### src/rtl/i2c_target.sv
// I2C target with 7-bit address: up to MAX_WR_BYTES write bytes captured into WR_DATA,
// two-byte read payload from RD_DATA, registered open-drain style SDA contribution.
module i2c_target #(
  parameter int MAX_WR_BYTES = 2
) (
  input  logic        CLK,
  input  logic        RESET,
  input  logic        SCL,
  input  logic        SDA_OUT,
  input  logic        SDA_OE,
  output logic        SDA_IN,
  input  logic [6:0]  I2C_ADDR,
  input  logic [15:0] RD_DATA,
  output logic [15:0] WR_DATA,
  output logic [1:0]  WR_COUNT,
  output logic        WR_VALID,
  output logic        BUSY,
  output logic [2:0]  state_dbg
);

  typedef enum logic [2:0] {
    IDLE      = 3'd0,
    ADDR      = 3'd1,
    ADDR_ACK  = 3'd2,
    WR_BYTE   = 3'd3,
    WR_ACK    = 3'd4,
    RD_BYTE   = 3'd5,
    RD_ACK    = 3'd6,
    WAIT_STOP = 3'd7
  } state_t;

  localparam logic [1:0] MAX_WR = 2'(MAX_WR_BYTES);

  state_t      state_q, state_d;
  logic        scl_prev_q, scl_prev_d;
  logic        sda_prev_q, sda_prev_d;
  logic [7:0]  rx_shift_q, rx_shift_d;
  logic [7:0]  rd_shift_q, rd_shift_d;
  logic [7:0]  rd_lo_q, rd_lo_d;
  logic [3:0]  bit_cnt_q, bit_cnt_d;
  logic [1:0]  byte_cnt_q, byte_cnt_d;
  logic        ack_seen_q, ack_seen_d;
  logic        rw_q, rw_d;
  logic        wr_xfer_q, wr_xfer_d;
  logic        sda_in_q, sda_in_d;
  logic        busy_q, busy_d;
  logic [15:0] wr_data_q, wr_data_d;
  logic [1:0]  wr_count_q, wr_count_d;
  logic        wr_valid_q, wr_valid_d;

  logic       sda_bus;
  logic       start_det, stop_det, scl_rise, scl_fall, flush;
  logic [7:0] rx_next;

  // The target's own drive is part of the bus it observes (wired-AND).
  assign sda_bus   = (SDA_OE ? SDA_OUT : 1'b1) & sda_in_q;
  assign start_det = SCL & scl_prev_q & sda_prev_q & ~sda_bus;
  assign stop_det  = SCL & scl_prev_q & ~sda_prev_q & sda_bus;
  assign scl_rise  = SCL & ~scl_prev_q;
  assign scl_fall  = ~SCL & scl_prev_q;
  assign rx_next   = {rx_shift_q[6:0], sda_bus};
  assign flush     = wr_xfer_q && (byte_cnt_q != 2'd0);

  always_comb begin
    state_d    = state_q;
    scl_prev_d = SCL;
    sda_prev_d = sda_bus;
    rx_shift_d = rx_shift_q;
    rd_shift_d = rd_shift_q;
    rd_lo_d    = rd_lo_q;
    bit_cnt_d  = bit_cnt_q;
    byte_cnt_d = byte_cnt_q;
    ack_seen_d = ack_seen_q;
    rw_d       = rw_q;
    wr_xfer_d  = wr_xfer_q;
    sda_in_d   = sda_in_q;
    busy_d     = busy_q;
    wr_data_d  = wr_data_q;
    wr_count_d = 2'd0;
    wr_valid_d = 1'b0;

    if (stop_det) begin
      state_d   = IDLE;
      sda_in_d  = 1'b1;
      busy_d    = 1'b0;
      wr_xfer_d = 1'b0;
      if (flush) begin
        wr_valid_d = 1'b1;
        wr_count_d = byte_cnt_q;
      end
    end else if (start_det) begin
      if (state_q != IDLE && flush) begin
        wr_valid_d = 1'b1;
        wr_count_d = byte_cnt_q;
      end
      state_d    = ADDR;
      busy_d     = 1'b1;
      sda_in_d   = 1'b1;
      bit_cnt_d  = 4'd0;
      byte_cnt_d = 2'd0;
      ack_seen_d = 1'b0;
      wr_xfer_d  = 1'b0;
    end else begin
      case (state_q)
        IDLE: ;
        ADDR: begin
          if (scl_rise) begin
            rx_shift_d = rx_next;
            bit_cnt_d  = bit_cnt_q + 4'd1;
            if (bit_cnt_q == 4'd7) begin
              if (rx_next[7:1] == I2C_ADDR) begin
                rw_d       = rx_next[0];
                wr_xfer_d  = ~rx_next[0];
                rd_shift_d = RD_DATA[15:8];
                rd_lo_d    = RD_DATA[7:0];
                ack_seen_d = 1'b0;
                state_d    = ADDR_ACK;
              end else begin
                state_d = WAIT_STOP;
              end
            end
          end
        end
        ADDR_ACK: begin
          if (scl_rise) begin
            ack_seen_d = 1'b1;
          end else if (scl_fall) begin
            if (!ack_seen_q) begin
              sda_in_d = 1'b0;
            end else begin
              ack_seen_d = 1'b0;
              if (rw_q) begin
                // First read bit goes out on the same fall that ends the ACK.
                sda_in_d   = rd_shift_q[7];
                rd_shift_d = {rd_shift_q[6:0], 1'b1};
                bit_cnt_d  = 4'd1;
                state_d    = RD_BYTE;
              end else begin
                sda_in_d  = 1'b1;
                bit_cnt_d = 4'd0;
                state_d   = WR_BYTE;
              end
            end
          end
        end
        WR_BYTE: begin
          if (scl_rise) begin
            rx_shift_d = rx_next;
            bit_cnt_d  = bit_cnt_q + 4'd1;
            if (bit_cnt_q == 4'd7) begin
              if (byte_cnt_q < MAX_WR) begin
                if (byte_cnt_q == 2'd0) wr_data_d[15:8] = rx_next;
                else                    wr_data_d[7:0]  = rx_next;
                byte_cnt_d = byte_cnt_q + 2'd1;
                ack_seen_d = 1'b0;
                state_d    = WR_ACK;
              end else begin
                // Byte beyond capacity: left NACKed and not stored.
                state_d = WAIT_STOP;
              end
            end
          end
        end
        WR_ACK: begin
          if (scl_rise) begin
            ack_seen_d = 1'b1;
          end else if (scl_fall) begin
            if (!ack_seen_q) begin
              sda_in_d = 1'b0;
            end else begin
              ack_seen_d = 1'b0;
              sda_in_d   = 1'b1;
              bit_cnt_d  = 4'd0;
              state_d    = WR_BYTE;
            end
          end
        end
        RD_BYTE: begin
          if (scl_fall) begin
            if (bit_cnt_q == 4'd8) begin
              sda_in_d   = 1'b1;
              ack_seen_d = 1'b0;
              state_d    = RD_ACK;
            end else begin
              sda_in_d   = rd_shift_q[7];
              rd_shift_d = {rd_shift_q[6:0], 1'b1};
              bit_cnt_d  = bit_cnt_q + 4'd1;
            end
          end
        end
        RD_ACK: begin
          if (scl_rise) begin
            if (!sda_bus) begin
              ack_seen_d = 1'b1;
              rd_shift_d = (byte_cnt_q == 2'd0) ? rd_lo_q : 8'hFF;
              byte_cnt_d = 2'd1;
            end else begin
              state_d = WAIT_STOP;
            end
          end else if (scl_fall && ack_seen_q) begin
            ack_seen_d = 1'b0;
            sda_in_d   = rd_shift_q[7];
            rd_shift_d = {rd_shift_q[6:0], 1'b1};
            bit_cnt_d  = 4'd1;
            state_d    = RD_BYTE;
          end
        end
        WAIT_STOP: sda_in_d = 1'b1;
        default:   state_d  = IDLE;
      endcase
    end
  end

  always_ff @(posedge CLK or negedge RESET) begin
    if (!RESET) begin
      state_q    <= IDLE;
      scl_prev_q <= 1'b1;
      sda_prev_q <= 1'b1;
      rx_shift_q <= 8'h00;
      rd_shift_q <= 8'h00;
      rd_lo_q    <= 8'h00;
      bit_cnt_q  <= 4'd0;
      byte_cnt_q <= 2'd0;
      ack_seen_q <= 1'b0;
      rw_q       <= 1'b0;
      wr_xfer_q  <= 1'b0;
      sda_in_q   <= 1'b1;
      busy_q     <= 1'b0;
      wr_data_q  <= 16'h0000;
      wr_count_q <= 2'd0;
      wr_valid_q <= 1'b0;
    end else begin
      state_q    <= state_d;
      scl_prev_q <= scl_prev_d;
      sda_prev_q <= sda_prev_d;
      rx_shift_q <= rx_shift_d;
      rd_shift_q <= rd_shift_d;
      rd_lo_q    <= rd_lo_d;
      bit_cnt_q  <= bit_cnt_d;
      byte_cnt_q <= byte_cnt_d;
      ack_seen_q <= ack_seen_d;
      rw_q       <= rw_d;
      wr_xfer_q  <= wr_xfer_d;
      sda_in_q   <= sda_in_d;
      busy_q     <= busy_d;
      wr_data_q  <= wr_data_d;
      wr_count_q <= wr_count_d;
      wr_valid_q <= wr_valid_d;
    end
  end

  assign SDA_IN    = sda_in_q;
  assign BUSY      = busy_q;
  assign WR_DATA   = wr_data_q;
  assign WR_COUNT  = wr_count_q;
  assign WR_VALID  = wr_valid_q;
  assign state_dbg = state_q;

endmodule

### config.mk
export PLATFORM = sky130hd
export DESIGN_NAME = i2c_target
export DESIGN_NICKNAME = d
export VERILOG_FILES = /design/src/rtl/i2c_target.sv
export SDC_FILE = /design/constraint.sdc
export NUM_CORES = 1
export LEC_CHECK = 0
export ABC_CLOCK_PERIOD_IN_PS = 4950
export CAP_MARGIN = 20
export CORE_AREA = 4 4 86 80
export DETAILED_ROUTE_END_ITERATION = 10
export DIE_AREA = 0 0 90 84
export PLACE_DENSITY = 0.92
export SKIP_LAST_GASP = 1
export SYNTH_ARGS = -nofsm -noshare
export SYNTH_HDL_FRONTEND = slang
export SYNTH_SLANG_ARGS = --single-unit
export TNS_END_PERCENT = 1
### constraint.sdc
create_clock -name CLK -period 4.95 [get_ports CLK]
set_input_delay 1.485 -clock CLK [delete_from_list [all_inputs] [get_ports CLK]]
set_output_delay 1.485 -clock CLK [all_outputs]
set_load 0.01 [all_outputs]
# ---- Word-level counts from Yosys, hierarchy flattened
# Cells that the tools add are included.
dict set report totals {
  regBits 58
  latchBits 0
  ram_bits 0
  romBits 0
  input_bits 28
  out_inout_bits 24
  wordCells 227
  n_memories 0
}
dict set report classes {
  n_addsub 2
  multipliers 0
  n_div 0
  magnitude_cmp 1
  n_eq_ne 60
  shift 0
  n_mux 102
  n_bitwise 15
  reduce_logical 30
}
# cell n
set ops {}
lappend ops {{$mux 8} 13}
lappend ops {{$ne 4x4->1 const B} 16}
lappend ops {{$ne 3x3->1 const B} 21}
lappend ops {{$mux 3} 19}
lappend ops {{$mux 4} 12}
lappend ops {{$mux 1} 41}
lappend ops {{$pmux 8 s4} 1}
lappend ops {{$reduce_and 13->1} 2}
lappend ops {{$mux 2} 11}
lappend ops {{$reduce_and 7->1} 3}
lappend ops {{$pmux 4 s5} 1}
lappend ops {{$ne 2x2->1 const B} 9}
lappend ops {{$pmux 3 s6} 1}
lappend ops {{$reduce_bool 3->1} 6}
lappend ops {{$reduce_and 15->1} 1}
lappend ops {{$reduce_and 14->1} 1}
lappend ops {{$eq 3x3->1 const B} 4}
lappend ops {{$reduce_bool 6->1} 2}
lappend ops {{$ne 5x5->1 const B} 2}
lappend ops {{$pmux 1 s5} 2}
lappend ops {{$and 1x1->1} 8}
lappend ops {{$reduce_and 4->1} 2}
lappend ops {{$reduce_and 8->1} 1}
lappend ops {{$reduce_bool 8->1} 1}
lappend ops {{19 further kinds} 30}

# ---- Longest topological paths before layout
# Gate-level depths: netlist of the first run.
dict set report logic_depth {
  word_depth 9
  ltp_mapped 9
  mapped_depth_nobuf 8
}

# ---- Worst setup path after synthesis of the first run
# No wires, ideal clock.
dict set report synth_path {
  path_kind {input to register}
  from {input port SCL}
  to {register state_q[0] (netlist: state_dbg[0])}
  setup_ns 0.128
  arrival_ns 2.906
  required_time_ns 4.822
  path_slack_ns 1.917
  stages 7
  path_buffers 1
  path_cell_list {ha_1 -> buf_2 -> nor2_1 -> a32o_1 -> a2111oi_2 -> a21oi_2 -> mux2_1}
}
dict set report synth_between {
  elab_chain_cells 5
  elab_cells_between_ends 29
  classes_between {14 x eq/ne; 4 x mux; 8 x bitwise; 3 x reduce/logical}
}
# item line
set synth_rtl {}
lappend synth_rtl {{start, declared} 8} ;# input logic SCL,
lappend synth_rtl {{$and 1x1->1 (tied with other cells)} {57, 58}}
lappend synth_rtl {{$and 1x1->1 (tied with other cells) (2 in series)} 57} ;# assign start_det = SCL & scl_prev_q & sda_prev_q & ~sda_bus;
lappend synth_rtl {{$ne 5x5->1 (no source line) (tied with other cells)} n/a}
lappend synth_rtl {{$reduce_and 15->1 (no source line) / $mux 3 (equally long branches)} n/a}
lappend synth_rtl {{end signal, assigned} 233} ;# state_q <= state_d;
lappend synth_rtl {{end, declared} 34} ;# state_t state_q, state_d;
# Parallel ways exist; a longest one is shown, timed or not.
# A chain may end at the register's enable or synchronous reset.

# ---- Final worst setup path of the first run
dict set report layout_path {
  from {input port SCL}
  to {register wr_data_q[2] (netlist: WR_DATA[2])}
}
dict set report layout_between {
  elab_chain_cells 5
  elab_cells_between_ends 9
  classes_between {8 x bitwise; 1 x reduce/logical}
}
# item line
set layout_rtl {}
lappend layout_rtl {{$and 1x1->1} {57, 58}}
lappend layout_rtl {{$and 1x1->1 (on tied branches) (2 in series)} {58, 57}}
lappend layout_rtl {{$not 1->1 (no source line)} n/a}
lappend layout_rtl {{$reduce_and 7->1 (no source line) (*)} n/a}
lappend layout_rtl {{end signal, assigned} 246} ;# wr_data_q <= wr_data_d;
lappend layout_rtl {{end, declared} 47} ;# logic [15:0] wr_data_q, wr_data_d;
# Every way passes the cells marked *; elsewhere a longest branch is shown, timed or not.

==> impl_metrics.env, run 1 <==
export IMPL_status="completed"
export IMPL_place_hpwl_mm=5.734
export IMPL_cts_sinks=58
export IMPL_seq_area_mm2=0.001455
export IMPL_start_util_pct=56.37
export IMPL_grt_overflow=0
export IMPL_rsz0062_at_grt="no"
export IMPL_synth_compound_area_share_pct=15.22
export IMPL_min_period_ns=3.803
export IMPL_muxShareOfSynthArea_pct=17.37
export IMPL_wl_per_cell_um=18.75
export IMPL_die_h_um=84
export IMPL_yosys_warnings=0
export IMPL_drtPass1Iterations=5
export IMPL_use_met1_pct=26.87
export IMPL_peakVddDrop_mv=0.2812
export IMPL_critPathMaxFanout=13
export IMPL_setup_viol=0
export IMPL_synth_area_mm2=0.003371
export IMPL_synth_top_area_share_pct=40.83
export IMPL_path_delay_family="simple AND/OR/NAND/NOR gates"
export IMPL_r2r_slack_ns=2.23
export IMPL_cts_tree="yes"
export IMPL_cts_hold_buf=0
export IMPL_die_w_um=90
export IMPL_power_density_mw_per_mm2=498.1
export IMPL_dieArea_mm2=0.007560
export IMPL_drc=0
export IMPL_relSlewSlack_pct=42.35
export IMPL_layout_drive_gt1_share_pct=17.81
export IMPL_fin_skew_ns=0.005758
export IMPL_post_cts_buffers=0
export IMPL_syn_avg_cell_area_um2=10.84
export IMPL_required_ns=5.18
export IMPL_drtAntennaViolNets=0
export IMPL_grt_start_max_net_pins=32
export IMPL_multi_input_area_mm2=0.001770
export IMPL_synth_area_leaders="dfrtp_1, mux2_4, a21oi_1"
export IMPL_fillers=438
export IMPL_grt_pass1_vias=2801
export IMPL_n_antenna_cell=0
export IMPL_clk_insertion_delay_late_ns=0.34
export IMPL_cp_end_kind="flip-flop"
export IMPL_synth_xor_area_share_pct=2.079
export IMPL_final_nets=395
export IMPL_drt_total_wl_mm=8.193
export IMPL_cts_max_level=3
export IMPL_track_usage_pct=22.44
export IMPL_clkSlewWorstSetupHoldPaths_ns=0.07
export IMPL_cp_arrival_ns=4.03
export IMPL_synth_edf_count=0
export IMPL_critPathKind="input port to flip-flop"
export IMPL_grt_antenna_before_repair=0
export IMPL_synthesis_nets=346
export IMPL_timing_fmax_ghz=0.2629
export IMPL_vias=2698
export IMPL_min_path_type="flip-flop to flip-flop"
export IMPL_synth_seq_area_share_pct=43.17
export IMPL_synth_cell_types=59
export IMPL_start_kind="input port"
export IMPL_post_route_util_pct=69.43
export IMPL_dpl_worst_slack_ns=0.8461
export IMPL_ys_seq_elements=58
export IMPL_slowest_delay_ns=0.56
export IMPL_synth_cells=311
export IMPL_crit_slowest_cell="nor3_4"
export IMPL_crit_chain="clkdlybuf4s50_1, ha_1, and4b_1, nand4_2, nor3_4, mux2_4"
export IMPL_syn2layout_area_growth_pct=23.16
export IMPL_ys_flop_type="dfrtp_1"
export IMPL_clk_path_buf_depth=2
export IMPL_finalHoldViolCount=0
export IMPL_rows=27
export IMPL_tns_ns=0
export IMPL_clockRootBuffer="clkbuf_8"
export IMPL_drt_iter0_drc=367
export IMPL_period_share_pct=76.84
export IMPL_met2_usage_pct=37.65
export IMPL_synthSimpleGateAreaFrac_pct=15.26
export IMPL_vias_per_cell=6.174
export IMPL_synth_area_leader_cell="dfrtp_1"
export IMPL_worstMarginPinSlew_ns=0.8647
export IMPL_gp_congestion=0.9103
export IMPL_p_leak_nw=1.896
export IMPL_setup_ws_ns=1.147
export IMPL_grt_first_pass_wirelength_mm=13.52
export IMPL_final_max_slew_viol_count=0
export IMPL_cts_inserted_buffers=9
export IMPL_pin_count=52
export IMPL_busiest_layer="met2"
export IMPL_synth_top_family_by_area="multiplexers"
export IMPL_critPathBufInv=1
export IMPL_cts_resized=0
export IMPL_drv_cap=0
export IMPL_global_route_usage_met3_pct=6.132
export IMPL_portBuffers=51
export IMPL_async_flop_share_pct=100.0
export IMPL_synth_adder_area_share_pct=2.598
export IMPL_coreArea_mm2=0.005979
==> Yosys cell counts (3+ instances only) <==
cell type and instances:
dfrtp_1 55, mux2_4 25, nand2_1 21, inv_1 20, a21oi_1 19, o21ai_0 15, nand3_1 12, nor2_1 12
a221o_1 8, buf_2 8, mux2_1 8, mux2_2 8, ha_1 7, nand2b_1 6, o21ai_1 6, and2_1 5
nand3b_1 5, nor2b_1 5, xnor2_1 5, clkbuf_1 4, dfstp_2 3, mux2i_1 3, o211ai_1 3, o221ai_1 3
xor2_1 3
==> kinds of logic after synthesis <==
family	Yosys count
muxes	44
AOI/OAI and AO/OA	75
buffers and inverters	34
DFF	58
adders and majority gates	7
and+or+nand+nor	85
xor gates and xnor gates	8
==> metal layers <==
layer,share of wire [%],vias to the layer above,wire [µm]
met5,0,-,0
met4,2.6,0,214
met3,7.4,27,610
met2,49,128,4003
met1,41,1319,3364
li1,-,1224,-
==> area by class of cell <==
cell class / count / share of cell area (%)
Sequential cell: 58 / 35.05
Tap cell: 72 / 2.170
Multi-Input combinational cell: 219 / 42.65
Clock buffer: 13 / 4.310
Clock inverter: 3 / 1.658
Inverter: 20 / 1.808
Timing Repair Buffer: 52 / 12.36
==> tightest hold or removal path, cell delays in order, from the launching register on <==
cell and delay, ns:
dfrtp_1 0.34, nor2_1 0.05, nor2_1 0.07
==> metrics by stage <==
step / cell area (µm²) / hold slack [ns] / total power [mW] / std cells
finish: 4151 / 0.4955 / 2.068 / 437
global route: 4151 / 0.5235 / 2.187 / 437
CTS: 4151 / 0.4991 / 2.062 / 437
detailed placement: 3904 / 0.4831 / 1.511 / 421
global placement: 3904 / 0.4713 / 1.483 / 421
floorplan: 3371 / 0.4765 / 1.305 / 311
==> state kept, by name (all words and copies together) (netlist names), 2 cells and up <==
signal	flops
bit_cnt_q	4
WR_DATA	16
WR_COUNT	2
state_dbg	3
rd_shift_q	8
rx_shift_q	7
byte_cnt_q	2
rd_lo_q	8
==> power by group <==
part           switching (mW)  internal [mW]  total [mW]
Combinational           0.414          0.391       0.805
Sequential              0.152          0.572       0.724
Clock                   0.199          0.339       0.539
==> path summary, 6_finish.rpt <==
| check | cells past startpoint | end | startpoint |
|---|---|---|---|
| max | 6 | WR_DATA[2] | SCL |
| min | 2 | BUSY | BUSY |
| max reg2reg | 5 | rd_shift_q[0] | state_dbg[0] |
| min reg2reg | 2 | BUSY | BUSY |
| max in group asynchronous | 2 | SDA_IN | RESET |
| min in group asynchronous | 1 | WR_DATA[15] | RESET |
==> cells in the final DEF, fill, tap and decap left out, drive strengths merged, types with 3 or more instances in the layout <==
| cell | Yosys | routed |
|---|---|---|
| dfrtp | 55 | 55 |
| clkdlybuf4s50 | 0 | 50 |
| mux2 | 41 | 41 |
| nand2 | 22 | 22 |
| o21ai | 21 | 21 |
| inv | 20 | 20 |
| a21oi | 20 | 20 |
| clkbuf | 4 | 13 |
| nand3 | 12 | 12 |
| nor2 | 12 | 12 |
| a221o | 8 | 8 |
| ha | 7 | 7 |
| nand2b | 6 | 6 |
| nand3b | 5 | 5 |
| xnor2 | 5 | 5 |
| and2 | 5 | 5 |
| nor2b | 5 | 5 |
| nor3 | 4 | 4 |
| dfstp | 3 | 3 |
| mux2i | 3 | 3 |
| o221ai | 3 | 3 |
| o211ai | 3 | 3 |
| xor2 | 3 | 3 |
| nor4 | 3 | 3 |
Power figures use the tool's default switching activity.
==> inputs of run 2 (changes only) <==
--- a/config.mk
+++ b/config.mk
@@ -5,12 +5,12 @@
 export SDC_FILE = /design/constraint.sdc
 export NUM_CORES = 1
 export LEC_CHECK = 0
-export ABC_CLOCK_PERIOD_IN_PS = 4950
+export ABC_CLOCK_PERIOD_IN_PS = 3730
 export CAP_MARGIN = 20
-export CORE_AREA = 4 4 86 80
+export CORE_AREA = 4 4 89 82
 export DETAILED_ROUTE_END_ITERATION = 10
-export DIE_AREA = 0 0 90 84
-export PLACE_DENSITY = 0.92
+export DIE_AREA = 0 0 93 86
+export PLACE_DENSITY = 0.88
 export SKIP_LAST_GASP = 1
 export SYNTH_ARGS = -nofsm -noshare
 export SYNTH_HDL_FRONTEND = slang
==> constraint.sdc (replaced) <==
create_clock -name CLK -period 3.73 [get_ports CLK]
set_input_delay 1.119 -clock CLK [delete_from_list [all_inputs] [get_ports CLK]]
set_output_delay 1.119 -clock CLK [all_outputs]
set_load 0.01 [all_outputs]
==> run 2 against run 1 <==
  * Total power increased by 35%
  * Clock-buffer cell count is 4 lower
  * Combinational power rose by 40%
  * Highest routed layer unchanged
  * Sequential power grew 28%
==> impl_metrics.env, run 2 (synthesized netlist as in run 1, its figures left out) <==
export IMPL_grt_overflow=0
export IMPL_grt_pass1_vias=2874
export IMPL_drtAntennaViolNets=0
export IMPL_dieArea_mm2=0.007998
export IMPL_tns_ns=0
export IMPL_slowest_delay_ns=0.55
export IMPL_largest_reg_flops=16
export IMPL_gp_congestion=0.9370
export IMPL_finalHoldViolCount=0
export IMPL_clk_insertion_delay_late_ns=0.35
export IMPL_cp_end_kind="flip-flop"
export IMPL_track_usage_pct=22.94
export IMPL_clk_path_buf_depth=2
export IMPL_min_period_ns=3.163
export IMPL_period_share_pct=84.80
export IMPL_grt_antenna_before_repair=0
export IMPL_final_nets=404
export IMPL_cts_hold_buf=0
export IMPL_pin_count=52
export IMPL_grt_start_max_net_pins=59
export IMPL_critPathKind="input port to flip-flop"
export IMPL_wl_per_cell_um=18.52
export IMPL_drt_total_wl_mm=8.595
export IMPL_rsz0062_at_grt="no"
export IMPL_cts_inserted_buffers=9
export IMPL_place_area_mm2=0.004006
export IMPL_clockRootBuffer="clkbuf_8"
export IMPL_status="completed"
export IMPL_vias_per_cell=5.877
export IMPL_peakVddDrop_mv=0.2907
export IMPL_mostFrequentLayoutCells="dfrtp_1, clkdlybuf4s50_1, mux2_4, nand2_1, inv_1"
export IMPL_die_h_um=86
export IMPL_drv_cap=0
export IMPL_fin_skew_ns=0.01192
export IMPL_relSlewSlack_pct=51.40
export IMPL_n_antenna_cell=0
export IMPL_final_max_slew_viol_count=0
export IMPL_cts_sinks=58
export IMPL_place_hpwl_mm=6.024
export IMPL_timing_fmax_ghz=0.3161
export IMPL_critPathMaxFanout=9
export IMPL_met2_usage_pct=36.10
export IMPL_crit_slowest_cell="clkdlybuf4s50_1"
export IMPL_start_util_pct=52.29
export IMPL_worstMarginPinSlew_ns=0.7189
export IMPL_start_kind="input port"
export IMPL_grt_first_pass_wirelength_mm=14.32
export IMPL_post_cts_buffers=0
export IMPL_cts_resized=0
export IMPL_power_density_mw_per_mm2=655.0
export IMPL_global_route_usage_met3_pct=5.351
export IMPL_setup_viol=0
export IMPL_p_leak_nw=1.940
export IMPL_cp_arrival_ns=3.39
export IMPL_layout_drive_gt1_share_pct=19.79
export IMPL_fin_area_mm2=0.004255
export IMPL_drc=0
export IMPL_rows=28
export IMPL_clkSlewWorstSetupHoldPaths_ns=0.07
export IMPL_fin_total_pwr_mw=2.787
export IMPL_drt_iter0_drc=262
export IMPL_portBuffers=51
export IMPL_vias=2727
export IMPL_crit_chain="clkdlybuf4s50_1, ha_1, and4b_1, nand3_1, nor3_4, mux2_2"
export IMPL_die_w_um=93
export IMPL_busiest_layer="met2"
export IMPL_drtPass1Iterations=6
export IMPL_coreArea_mm2=0.006446
export IMPL_required_ns=3.96
export IMPL_syn2layout_area_growth_pct=26.24
export IMPL_min_path_type="flip-flop to flip-flop"
export IMPL_use_met1_pct=29.83
export IMPL_cts_tree="yes"
export IMPL_cts_max_level=3
export IMPL_mostFrequentLayoutCell="dfrtp_1"
-- run 2: cell types whose count changed in the layout (fill, tap and decap cells not counted) --
| cell | before | now |
|---|---|---|
| buf_4 | 1 | 9 |
| clkbuf_8 | 13 | 9 |
| clkinv_4 | 1 | 3 |
| buf_12 | 0 | 1 |
| bufinv_16 | 2 | 3 |
| inv_6 | 0 | 1 |
-- run 2: critical path: cells and delay by family --
kind	cells	cell delay [ns]
AND/OR/NAND/NOR	3	0.94
buffers and inverters	1	0.55
adder cells (fa/ha/maj)	1	0.38
multiplexers	1	0.38
-- run 2: final cells by class --
type                            instances  area [µm²]
Timing Repair Buffer                   61       593.1
Tap cell                               90       112.6
Multi-Input combinational cell        219        1770
Clock buffer                            9       123.9
Fill cell                             495        2191
Inverter                               20       75.07
Clock inverter                          7       125.1
Sequential cell                        58        1455
-- run 2: final timing paths --
path	start	end	slack, ns	cells past startpoint
setup / recovery	SCL	WR_DATA[10]	0.57	6
hold / removal	WR_DATA[13]	WR_DATA[13]	0.50	1
setup reg to reg	state_dbg[1]	rd_shift_q[0]	1.16	5
hold reg to reg	WR_DATA[13]	WR_DATA[13]	0.50	1
max in group asynchronous	RESET	WR_DATA[0]	2.33	2
min in group asynchronous	RESET	WR_VALID	0.92	2
-- run 2: through the flow --
stage / setup WS [ns] / cells / hold slack [ns] / util, %
3_3_place_gp: 0.3656 / 448 / 0.4756 / 62.15
6_report: 0.5669 / 464 / 0.5028 / 66.01
4_1_cts: 0.5631 / 464 / 0.5107 / 66.01
2_1_floorplan: 1.063 / 311 / 0.4765 / -
3_5_place_dp: 0.2004 / 448 / 0.4850 / 62.15
5_1_grt: 0.4650 / 464 / 0.5279 / 66.01
-- run 2: power breakdown --
part	internal, mW	switching [mW]	leakage [nW]
clock	0.449	0.279	0.124
combinational	0.532	0.597	1.06
sequential	0.760	0.170	0.760
total	1.74	1.05	1.94
-- run 2: layer usage --
layer	up-vias	wire length [µm]
met5	-	0
met4	0	189
met3	21	650
met2	141	4112
met1	1320	3643
li1	1245	-
==> inputs of run 3 (changes only) <==
--- a/config.mk
+++ b/config.mk
@@ -5,12 +5,12 @@
 export SDC_FILE = /design/constraint.sdc
 export NUM_CORES = 1
 export LEC_CHECK = 0
-export ABC_CLOCK_PERIOD_IN_PS = 3730
+export ABC_CLOCK_PERIOD_IN_PS = 2750
 export CAP_MARGIN = 20
-export CORE_AREA = 4 4 89 82
+export CORE_AREA = 4 4 93 86
 export DETAILED_ROUTE_END_ITERATION = 10
-export DIE_AREA = 0 0 93 86
-export PLACE_DENSITY = 0.88
+export DIE_AREA = 0 0 97 90
+export PLACE_DENSITY = 0.84
 export SKIP_LAST_GASP = 1
 export SYNTH_ARGS = -nofsm -noshare
 export SYNTH_HDL_FRONTEND = slang
==> constraint.sdc (replaced) <==
create_clock -name CLK -period 2.75 [get_ports CLK]
set_input_delay 0.825 -clock CLK [delete_from_list [all_inputs] [get_ports CLK]]
set_output_delay 0.825 -clock CLK [all_outputs]
set_load 0.01 [all_outputs]
==> run 3 against run 2 <==
  * Non-clock buffer count is 26 higher
  * Die area is 9.2% higher
  * Setup slack worse by 0.50 ns
  * Critical endpoint is now state_dbg[0]
  * Clock skew hardly changed
==> impl_metrics.env, run 3 (synthesized netlist as in run 1, its figures left out) <==
export IMPL_swShare_pct=37.70
export IMPL_coreArea_mm2=0.007003
export IMPL_pin_count=52
export IMPL_period_share_pct=97.54
export IMPL_cts_tree="yes"
export IMPL_fin_cells=493
export IMPL_gp_congestion=0.8873
export IMPL_grt_first_pass_wirelength_mm=14.16
export IMPL_portBuffers=51
export IMPL_status="completed"
export IMPL_p_sw_mw=1.394
export IMPL_cp_arrival_ns=2.90
export IMPL_dieArea_mm2=0.008730
export IMPL_syn2layout_area_growth_pct=32.07
export IMPL_die_h_um=90
export IMPL_drt_iter0_drc=273
export IMPL_mostFrequentLayoutCells="dfrtp_1, clkdlybuf4s50_1, buf_4, mux2_4, nand2_1"
export IMPL_cp_end_kind="flip-flop"
export IMPL_power_density_mw_per_mm2=830.3
export IMPL_p_int_mw=2.303
export IMPL_grt_pass1_vias=2793
export IMPL_rsz0062_at_grt="yes"
export IMPL_clockRootBuffer="clkbuf_8"
export IMPL_rows=29
export IMPL_start_util_pct=48.13
export IMPL_placedCellCount=477
export IMPL_vias_per_cell=5.552
export IMPL_final_max_slew_viol_count=0
export IMPL_die_w_um=97
export IMPL_global_route_usage_met3_pct=4.567
export IMPL_vias=2737
export IMPL_mostFrequentLayoutCell="dfrtp_1"
export IMPL_busiest_layer="met2"
export IMPL_drc=0
export IMPL_clkSlewWorstSetupHoldPaths_ns=0.07
export IMPL_n_antenna_cell=0
export IMPL_cts_inserted_buffers=9
export IMPL_min_path_type="flip-flop to flip-flop"
export IMPL_place_hpwl_mm=6.292
export IMPL_drt_total_wl_mm=8.459
export IMPL_use_met1_pct=26.32
export IMPL_met2_usage_pct=32.82
export IMPL_clk_insertion_delay_late_ns=0.34
export IMPL_cts_hold_buf=0
export IMPL_p_clk_share_pct=21.3
export IMPL_fin_skew_ns=0.01203
export IMPL_min_period_ns=2.682
export IMPL_finalHoldViolCount=0
export IMPL_grt_overflow=0
export IMPL_clk_path_buf_depth=2
export IMPL_grt_start_max_net_pins=35
export IMPL_relSlewSlack_pct=51.59
export IMPL_whs_ns=0.4845
export IMPL_final_nets=430
export IMPL_cts_max_level=3
export IMPL_p_leak_nw=2.061
export IMPL_drtAntennaViolNets=0
export IMPL_grt_antenna_before_repair=0
export IMPL_fillers=528
export IMPL_required_ns=2.97
export IMPL_post_cts_buffers=0
export IMPL_wl_per_cell_um=17.16
export IMPL_cts_sinks=58
export IMPL_worstMarginPinSlew_ns=0.7261
export IMPL_start_kind="input port"
export IMPL_drtPass1Iterations=5
export IMPL_layout_drive_gt1_share_pct=25.00
export IMPL_combPwrFrac_pct=45.3
export IMPL_critPathMaxFanout=7
export IMPL_pwr_share_seq_pct=33.4
export IMPL_largest_reg_flops=16
export IMPL_track_usage_pct=20.05
export IMPL_drv_cap=0
export IMPL_critPathKind="input port to flip-flop"
export IMPL_setup_viol=0
export IMPL_peakVddDrop_mv=0.4921
export IMPL_timing_fmax_ghz=0.3728
-- run 3: cell types whose count changed in the layout (fill, tap and decap cells not counted), sizes merged --
| cell | delta |
|---|---|
| buf | +26 |
| bufinv | -2 |
| clkbuf | +2 |
| clkinv | +1 |
| inv | -1 |
-- run 3: layout make-up --
class	count	area, µm²	area share, %
multi-input combinational	219	1784	40.08
tap	93	116.4	2.614
inverter	20	75.07	1.686
timing repair buffer	87	825.8	18.55
clock inverter	5	53.80	1.209
sequential	58	1455	32.69
clock buffer	11	141.4	3.176
-- run 3: power by group through the flow --
stage | sequential [mW] | combinational [mW] | clock [mW]
after global routing | 1.27 | 1.83 | 0.843
final | 1.23 | 1.68 | 0.786
after floorplan | 1.18 | 1.16 | 0
after CTS | 1.23 | 1.64 | 0.801
after global placement | 1.24 | 1.59 | 0
after detailed placement | 1.24 | 1.64 | 0
-- run 3: path summary, 6_finish.rpt --
check                      cells past startpoint  slack [ns]      endpoint         start
max                                            8        0.07  state_dbg[0]           SCL
min                                            1        0.48    WR_DATA[9]    WR_DATA[9]
max reg2reg                                    6        0.43  state_dbg[0]  state_dbg[1]
min reg2reg                                    1        0.48    WR_DATA[9]    WR_DATA[9]
max in group asynchronous                      2        1.50        SDA_IN         RESET
min in group asynchronous                      1        0.55    WR_DATA[1]         RESET
-- run 3: critical path, cell delays in order --
cell and delay, ns:
clkdlybuf4s50_1 0.45, ha_1 0.30, nor2b_1 0.17, o21ai_0 0.18, o211ai_1 0.17, a2111oi_4 0.34, a21oi_2 0.14, mux2_1 0.32
-- run 3: metal layers --
layer  up-vias  share of wire [%]
li1       1301                  -
met1      1315                 45
met2       106                 48
met3        15                5.9
met4         0                1.3
met5         -                  0
-- run 3: timing repair --
item	4_1_cts	5_1_grt
resized for setup	0	2
hold endpoints to repair	0	0
setup endpoints to repair	0	12
-- run 3: through the flow --
| step | worst slack (ns) | TNS (ns) | area, µm² | util [%] | power [mW] |
|---|---|---|---|---|---|
| final | 0.06765 | 0 | 4452 | 63.57 | 3.696 |
| after global placement | -0.1938 | -5.582 | 4243 | 60.59 | 2.833 |
| after detailed placement | -0.2983 | -7.482 | 4243 | 60.59 | 2.881 |
| after CTS | 0.04418 | 0 | 4438 | 63.37 | 3.677 |
| after floorplan | 0.3766 | 0 | 3371 | - | 2.349 |
| after global routing | -0.01556 | -0.02681 | 4452 | 63.57 | 3.945 |
